### config.mk
export PLATFORM = sky130hd
export DESIGN_NAME = b8b10_lanes
export DESIGN_NICKNAME = d
export VERILOG_FILES = /design/src/rtl/b8b10_lanes.sv
export SDC_FILE = /design/constraint.sdc
export NUM_CORES = 1
export LEC_CHECK = 0
export CAP_MARGIN = 20
export CORE_UTILIZATION = 35
export DETAILED_ROUTE_END_ITERATION = 8
export GPL_TIMING_DRIVEN = 0
export SLEW_MARGIN = 5
export SYNTH_ARGS = -nofsm -noshare
export SYNTH_HDL_FRONTEND = slang
export SYNTH_SLANG_ARGS = --single-unit
### constraint.sdc
create_clock -name clk -period 27.1 [get_ports clk]
set_input_delay 4.065 -clock clk [delete_from_list [all_inputs] [get_ports clk]]
set_output_delay 4.065 -clock clk [all_outputs]
set_load 0.005 [all_outputs]
### src/rtl/b8b10_lanes.sv
// Multi-lane 8b/10b encoder with a running disparity chained across lanes and words.
// Optional idle K28.5 insertion when nothing is offered: define B8B10_LANES_IDLE_EN.
module b8b10_lanes #(
  parameter int LANES   = 4,
  parameter bit RD_INIT = 1'b0
) (
  input  logic                  clk,
  input  logic                  rst,
  input  logic                  enable,
  input  logic [8*LANES-1:0]    data,
  input  logic [LANES-1:0]      k_ctrl,
  input  logic                  in_valid,
  output logic                  in_ready,
  output logic [10*LANES-1:0]   encoded_out,
  output logic                  out_valid,
  input  logic                  out_ready,
  output logic [LANES-1:0]      code_err,
  output logic                  rd_out
);

  // Returns {rd_after, abcdei}; the table holds the RD- form of each code.
  function automatic logic [6:0] enc6(input logic [4:0] x, input logic k28, input logic rd);
    logic [5:0] c;
    logic       bal;
    c = 6'b000000;
    if (k28) c = 6'b001111;
    else begin
      case (x)
        5'd0:  c = 6'b100111;  5'd1:  c = 6'b011101;  5'd2:  c = 6'b101101;  5'd3:  c = 6'b110001;
        5'd4:  c = 6'b110101;  5'd5:  c = 6'b101001;  5'd6:  c = 6'b011001;  5'd7:  c = 6'b111000;
        5'd8:  c = 6'b111001;  5'd9:  c = 6'b100101;  5'd10: c = 6'b010101;  5'd11: c = 6'b110100;
        5'd12: c = 6'b001101;  5'd13: c = 6'b101100;  5'd14: c = 6'b011100;  5'd15: c = 6'b010111;
        5'd16: c = 6'b011011;  5'd17: c = 6'b100011;  5'd18: c = 6'b010011;  5'd19: c = 6'b110010;
        5'd20: c = 6'b001011;  5'd21: c = 6'b101010;  5'd22: c = 6'b011010;  5'd23: c = 6'b111010;
        5'd24: c = 6'b110011;  5'd25: c = 6'b100110;  5'd26: c = 6'b010110;  5'd27: c = 6'b110110;
        5'd28: c = 6'b001110;  5'd29: c = 6'b101110;  5'd30: c = 6'b011110;  default: c = 6'b101011;
      endcase
    end
    bal = ($countones(c) == 3);
    if (rd && (!bal || (x == 5'd7 && !k28))) c = ~c;
    return {bal ? rd : ~rd, c};
  endfunction

  // Returns {rd_after, fghj}; K28 uses its own table, every K entry flips at RD+.
  function automatic logic [4:0] enc4(input logic [2:0] y, input logic k28, input logic a7,
                                      input logic rd);
    logic [3:0] c;
    logic       bal;
    logic       flip;
    c = 4'b0000;
    if (k28) begin
      case (y)
        3'd0: c = 4'b1011;  3'd1: c = 4'b0110;  3'd2: c = 4'b1010;  3'd3: c = 4'b1100;
        3'd4: c = 4'b1101;  3'd5: c = 4'b0101;  3'd6: c = 4'b1001;  default: c = 4'b0111;
      endcase
    end else begin
      case (y)
        3'd0: c = 4'b1011;  3'd1: c = 4'b1001;  3'd2: c = 4'b0101;  3'd3: c = 4'b1100;
        3'd4: c = 4'b1101;  3'd5: c = 4'b1010;  3'd6: c = 4'b0110;
        default: c = a7 ? 4'b0111 : 4'b1110;
      endcase
    end
    bal  = ($countones(c) == 2);
    flip = k28 ? rd : (rd && (!bal || y == 3'd3));
    if (flip) c = ~c;
    return {bal ? rd : ~rd, c};
  endfunction

  logic                 rd_q;
  logic                 accept;
  logic                 idle_load;
  logic                 load;
  logic [8*LANES-1:0]   enc_data;
  logic [LANES-1:0]     enc_k;
  logic [10*LANES-1:0]  enc_word;
  logic [LANES-1:0]     enc_err;
  logic [LANES:0]       rd_chain;

  assign in_ready = rst && enable && (!out_valid || out_ready);
  assign accept   = in_valid && in_ready;

`ifdef B8B10_LANES_IDLE_EN
  assign idle_load = rst && enable && out_ready && !in_valid;
`else
  assign idle_load = 1'b0;
`endif

  assign load     = accept || idle_load;
  assign enc_data = idle_load ? {LANES{8'hBC}} : data;
  assign enc_k    = idle_load ? {LANES{1'b1}} : k_ctrl;

  always_comb begin
    logic [4:0] x;
    logic [2:0] y;
    logic       legal;
    logic       use_k;
    logic       k28;
    logic       a7;
    logic [6:0] r6;
    logic [4:0] r4;
    enc_word    = '0;
    enc_err     = '0;
    rd_chain    = '0;
    rd_chain[0] = rd_q;
    for (int n = 0; n < LANES; n++) begin
      x     = enc_data[8*n +: 5];
      y     = enc_data[8*n+5 +: 3];
      legal = (x == 5'd28) ||
              (y == 3'd7 && (x == 5'd23 || x == 5'd27 || x == 5'd29 || x == 5'd30));
      use_k = enc_k[n] && legal;
      k28   = use_k && (x == 5'd28);
      r6    = enc6(x, k28, rd_chain[n]);
      // Non-28 K codes are D.x.7 forced onto the alternate 3b/4b code.
      a7    = (use_k && !k28) ||
              (!r6[6] && (x == 5'd17 || x == 5'd18 || x == 5'd20)) ||
              ( r6[6] && (x == 5'd11 || x == 5'd13 || x == 5'd14));
      r4    = enc4(y, k28, a7, r6[6]);
      enc_word[10*n +: 10] = {r6[5:0], r4[3:0]};
      enc_err[n]           = enc_k[n] && !legal;
      rd_chain[n+1]        = r4[4];
    end
  end

  always_ff @(posedge clk) begin
    if (!rst) begin
      encoded_out <= '0;
      code_err    <= '0;
      out_valid   <= 1'b0;
      rd_q        <= RD_INIT;
    end else if (load) begin
      encoded_out <= enc_word;
      code_err    <= enc_err;
      out_valid   <= 1'b1;
      rd_q        <= rd_chain[LANES];
    end else if (out_valid && out_ready) begin
      out_valid   <= 1'b0;
    end
  end

  assign rd_out = rd_q;

endmodule

After elaboration in Yosys (flattened, before gate mapping). Memories as Yosys holds them, arrays and structs flattened. Index checks and enable logic that the tools add are counted.

Flip-flop bits (word level): 46. Memory bits (read-only): 768. Bits of input ports: 41. Output and inout port bits: 47. Logic and storage cells: 301. Memories kept: 4.

$add $sub $neg: 32. Eq/ne operators: 84. Mux-type cells: 42. Bitwise gates (word level): 16. Reductions and logical operators: 119.

Memories: (name not given) (depth 32, width 6, read ports 1, clocked after memory_dff 0, write ports 0, RTL line 28) `case (x)`; (name not given) (depth 32, width 6, read ports 1, clocked after memory_dff 0, write ports 0, RTL line 28); (name not given) (depth 32, width 6, read ports 1, clocked after memory_dff 0, write ports 0, RTL line 28); (name not given) (depth 32, width 6, read ports 1, clocked after memory_dff 0, write ports 0, RTL line 28).

Operators with widths (number): 4-bit one-hot mux with 7 select lines (8); 5-bit equality test, second input constant (32); 5-bit by 4-bit equality test with 1-bit output, second input constant (12); 1-bit logical OR (49); 3-bit equality test, second input constant (16); 4-bit two-way mux (12); 6-bit two-way mux (8); 1-bit logical AND (44); 1-bit by 1-bit adder with 2-bit output (20); 3-bit by 2-bit equality test with 1-bit output, second input constant (12); 2-bit by 2-bit adder with 3-bit output (8); 6-bit NOT (4); 1-bit zero test (21); 5-bit by 3-bit equality test with 1-bit output, second input constant (4); 3-bit by 2-bit adder with 4-bit output (4); 4-bit by 2-bit equality test with 1-bit output, second input constant (4); 4-bit NOT (4); 1-bit two-way mux (14); 3-bit by 1-bit equality test with 1-bit output, second input constant (4); 3-bit zero test (4); 1-bit NOT (8); 2-bit nonzero test (1).

Logic depth before layout (Yosys ltp).
Depth in word-level cells: 68. Depth in mapped cells: 51. Gate-level depth less buffers: 50.

Worst setup path before layout. Ideal clock, no wire load.

Path kind: input port to flip-flop. From: in data[0]. To: reg encoded_out[31]. Setup time: 0.122 ns. Arrival: 17.303 ns. Required time: 26.978 ns. Setup slack: 9.675 ns. Cell stages on the path: 49. Path buffers: 1. Cell sequence: inv_1 ha_1 and3_1 and3_1 clkbuf_1 a211oi_1 fa_1 fa_1 inv_1 ha_1 inv_1 fa_1 nand3b_4 xor2_1 mux2_2 or4_1 nand2_1 fa_1 [13 not listed] mux2i_1 a31oi_1 a211o_1 fa_1 ha_1 ha_1 or3b_2 xor3_2 xor2_2 mux2i_1 nor2b_1 fa_1 ha_1 ha_1 nor3b_1 o211ai_1 nor4b_2 a311o_1.

Cells in the longest elaborated chain, start to end: 68. Elaborated cells between the ends (all ways): 98. Those cells by class: add/sub: 17; eq/ne: 16; mux: 22; bitwise: 6; reduce/logical: 36; memory: 1.

Ends and longest elaborated chain: from (decl) (RTL line 10) `input logic [8*LANES-1:0] data,`; 5-bit equality test (RTL line 109) `(y == 3'd7 && (x == 5'd23 || x == 5'd27 || x == 5'd29 || x == 5'd30));`; 1-bit logical OR (3 in a row) (RTL line 109); 1-bit logical AND (RTL line 109); 1-bit logical OR (RTL line 108) `legal = (x == 5'd28) ||`; 1-bit logical AND (RTL line 110) `use_k = enc_k[n] && legal;`; 1-bit logical AND (RTL line 111) `k28 = use_k && (x == 5'd28);`; 6-bit two-way mux (RTL line 26) `if (k28) c = 6'b001111;`; 1-bit by 1-bit adder with 2-bit output (not written as such) (RTL line 39) `bal = ($countones(c) == 3);`; [50 not listed]; 1-bit by 1-bit adder with 2-bit output (not written as such) (RTL line 63) `bal = ($countones(c) == 2);`; 2-bit by 2-bit adder with 3-bit output (not written as such) (RTL line 63); 3-bit by 2-bit equality test with 1-bit output (RTL line 63); 1-bit zero test (RTL line 64) `flip = k28 ? rd : (rd && (!bal || y == 3'd3));`; 1-bit logical OR (RTL line 64); 1-bit logical AND (RTL line 64); 1-bit two-way mux (*) (RTL line 64); 4-bit two-way mux (*) (RTL line 65) `if (flip) c = ~c;`; to (signal assigned) (RTL line 131) `encoded_out <= enc_word;`; to (decl) (RTL line 14) `output logic [10*LANES-1:0] encoded_out,`.

Mark *: on every way between the ends. The rest lies on a longest branch, timed or not. A chain may end at the register's enable or synchronous reset.

Worst setup path in the final report. Same ends and word-level chain as after synthesis.

==> metrics.csv <==
metric,value,unit
outcome,"complete, no violations",
multiplexer share of the synthesized area,3.04,%
Crit Path Max Fanout,7,
post_cts resized,0,
initial antenna violation count,0,
Rows,44,
pin count of the biggest net entering global routing,14,
"Seq/Total Area, Yosys",17.8,%
remaining antenna violation count after routing,0,
actual slew at the worst max-slew pin,979,ps
Placed Cells,933,
ys async rst share,0,%
worst hold path class,flip-flop to flip-flop,
Ys Warns,0,
cell count after synthesis,671,
r2r setup slk,14790,ps
initial DRC count,368,
fin crit share,72.5,%
slew margin rel.,33.0,%
leakage,2.53,nW
kind of critical path,input pin to flip-flop,
compound-cell area share of the yosys netlist,25.2,%
die area,15300,um2
CTS Sinks,46,
Worst path top cell family by delay,adder cells,
hold depth,2,
DRC,0,
Initial Util,35.8,%
max incr delay on CP,630,ps
Layout Cells excl Fill,941,
Critical Path Most Common Cell,ha_1,
Tot GR Track Use,19.4,%
"CTS clk-pin slew, worst paths",70,ps
CP Capture Type,flip-flop,
"Hold Vio Cnt, Final",0,
min-delay src,code_err[2],
area grow syn2layout,22.3,%
simple-gate portion of the synthesized area,22.9,%
worst skew pair latency,300,ps
worst path bufs/invs,5,
r2r startpoint,rd_out,
fillers,1454,
Worst Hold Path EP,code_err[2],
post-synth top area share,17.8,%
vias in the first global route,4827,
Mean Syn Cell Area,7.73,um2
Max Transition Viols Final,0,
WL final,14600,um
setup repair bufs after CTS,0,
per-cell routed wire length,15.6,um
layout cells sized above 1,5.42,%
H-tree depth,2,
drt via density,5.50,
nets,851,
RSZ-0062 raised after global routing,false,
"Min Clock Period, post-route",19640,ps
grt ovf,0,
Post-Syn Area,5190,um2
post-synthesis register bit count,46,
synth top area cells,"dfxtp_1, ha_1, fa_1",
first-pass GRT wire length,23600,um
Die W,124,um
Synthesized Nets,766,
post-synthesis cell type count,78,
DPL Wire Length,11500,um
CTS tree,built,
Via Count,5175,
prevailing post-synth register cell,dfxtp_1,
Max Cap Viol,0,
Register-to-Register Path Depth,36,
Die Ht,124,um
fmax,50.9,MHz
I/O Pins,88,
startpoint types,input pin,
RR Endpoint,encoded_out[31],
clk buf depth,2,
"Core Util, Final",43.8,%
CTS Hold Bufs,0,
cts bufs inserted,5,
Clock Skews,10.7,ps
Port Buffers,78,
Core Footprint,14500,um2
Critical Path AT,19820,ps
CP max stage cell,clkdlybuf4s50_1,
Yosys top cell by area,dfxtp_1,
DR pass1 iterations,4,
main combinational cell family by area after synthesis,compound AO/OA/AOI/OAI gates,
# setup viols final,0,
ANT cells,0,
number of enable flip-flop cells after synthesis,0,
peak supply drop,39.9,uV
fraction of synthesized cell area in xor and xnor cells,9.29,%
Pwr Total,0.000497,W
Routability Congestion,0.852,
power per cell area,78.2,nW/um2
setup TNS,0,ps
clock root cell,clkbuf_16,
worst path required time,27280,ps
Synth Area in Adders,15.5,%
==> Yosys cell counts (all sizes together) (16+ instances only) <==
master,count
a21oi,46
inv,31
nor2,35
xor2,17
xnor2,28
ha,38
dfxtp,46
clkbuf,32
nand2,56
fa,16
o21ai,62
nand3,48
==> cells by family (layout without fill, tap and decap cells) <==
family,count (synthesis),in the layout
fa+ha+maj,55,55
mux,15,15
buf+inv,78,164
xor+xnor,48,48
flops,46,46
compound gates,203,203
simple gates,226,226
==> cells in the final DEF, fill, tap and decap left out, types with 6 or more instances in the layout <==
cell type,instances
nor2_1,34
xor2_1,16
buf_2,7
nand4_1,8
a31oi_1,14
o21a_1,6
fa_1,16
nor3_1,8
dfxtp_1,46
nor3b_1,7
mux2i_1,9
nor2b_1,14
a21oi_1,45
clkdlybuf4s50_1,78
ha_1,38
nand2_1,56
o211ai_1,8
nand3_1,48
and3_1,12
clkbuf_1,32
o21ai_0,57
xnor2_1,27
mux2_2,6
inv_1,31
nand2b_1,10
a211oi_1,13
and2_1,7
==> where the power goes <==
group	leakage [nW]	switching, W	internal, W
logic	2.08	0.000171	0.000162
registers	0.377	0.0000124	0.0000865
clock network	0.0739	0.0000273	0.0000367
==> layout make-up <==
type / count / area, um2 / share of cell area (%)
multi-input cells: 547 / 3940 / 62.1
flip-flops and latches: 46 / 921 / 14.5
repair buffers: 78 / 781 / 12.3
well taps: 184 / 230 / 3.63
plain buffers: 46 / 206 / 3.25
clock buffers: 7 / 143 / 2.25
inverters: 32 / 120 / 1.89
clock inverters: 1 / 5.00 / 0.0789
==> through the flow <==
step	worst slack, ps	instance area, um2	hold slack, ps
floorplan	9680	5190	448
global placement	7390	6200	453
detailed placement	7180	6200	450
CTS	7410	6350	460
global route	6560	6350	483
finish	7460	6350	459
==> sequential cells by signal, summed over array words and instances, names as in the netlist <==
name and count:
code_err 4, out_valid 1, rd_out 1, encoded_out 40
==> layer usage <==
metal	part of all wire (%)	vias up	wire length, um	global-route usage (%)
met3	3.8	11	562	1.92
met1	49	2470	7180	26.5
li1	-	2583	-	-
met2	46	111	6680	32.3
met4	1.4	0	207	5.12
met5	0	-	0	0
==> tightest hold or removal path, cell delays in order (launching register included) <==
cell and delay [ps]:
dfxtp_1 310, nand2_1 50, a21oi_1 50
==> worst max-delay path by stage <==
stage	startpoint	endpoint	slack, ps	depth (start not counted)
4_1_cts	data[0]	encoded_out[31]	7410	50
2_1_floorplan	data[0]	encoded_out[31]	9680	49
5_1_grt	data[0]	encoded_out[31]	6560	51
3_3_place_gp	data[0]	encoded_out[31]	7390	50
6_report	data[0]	encoded_out[31]	7460	50
3_5_place_dp	data[0]	encoded_out[31]	7180	50
(Power assumes the default switching activity.)
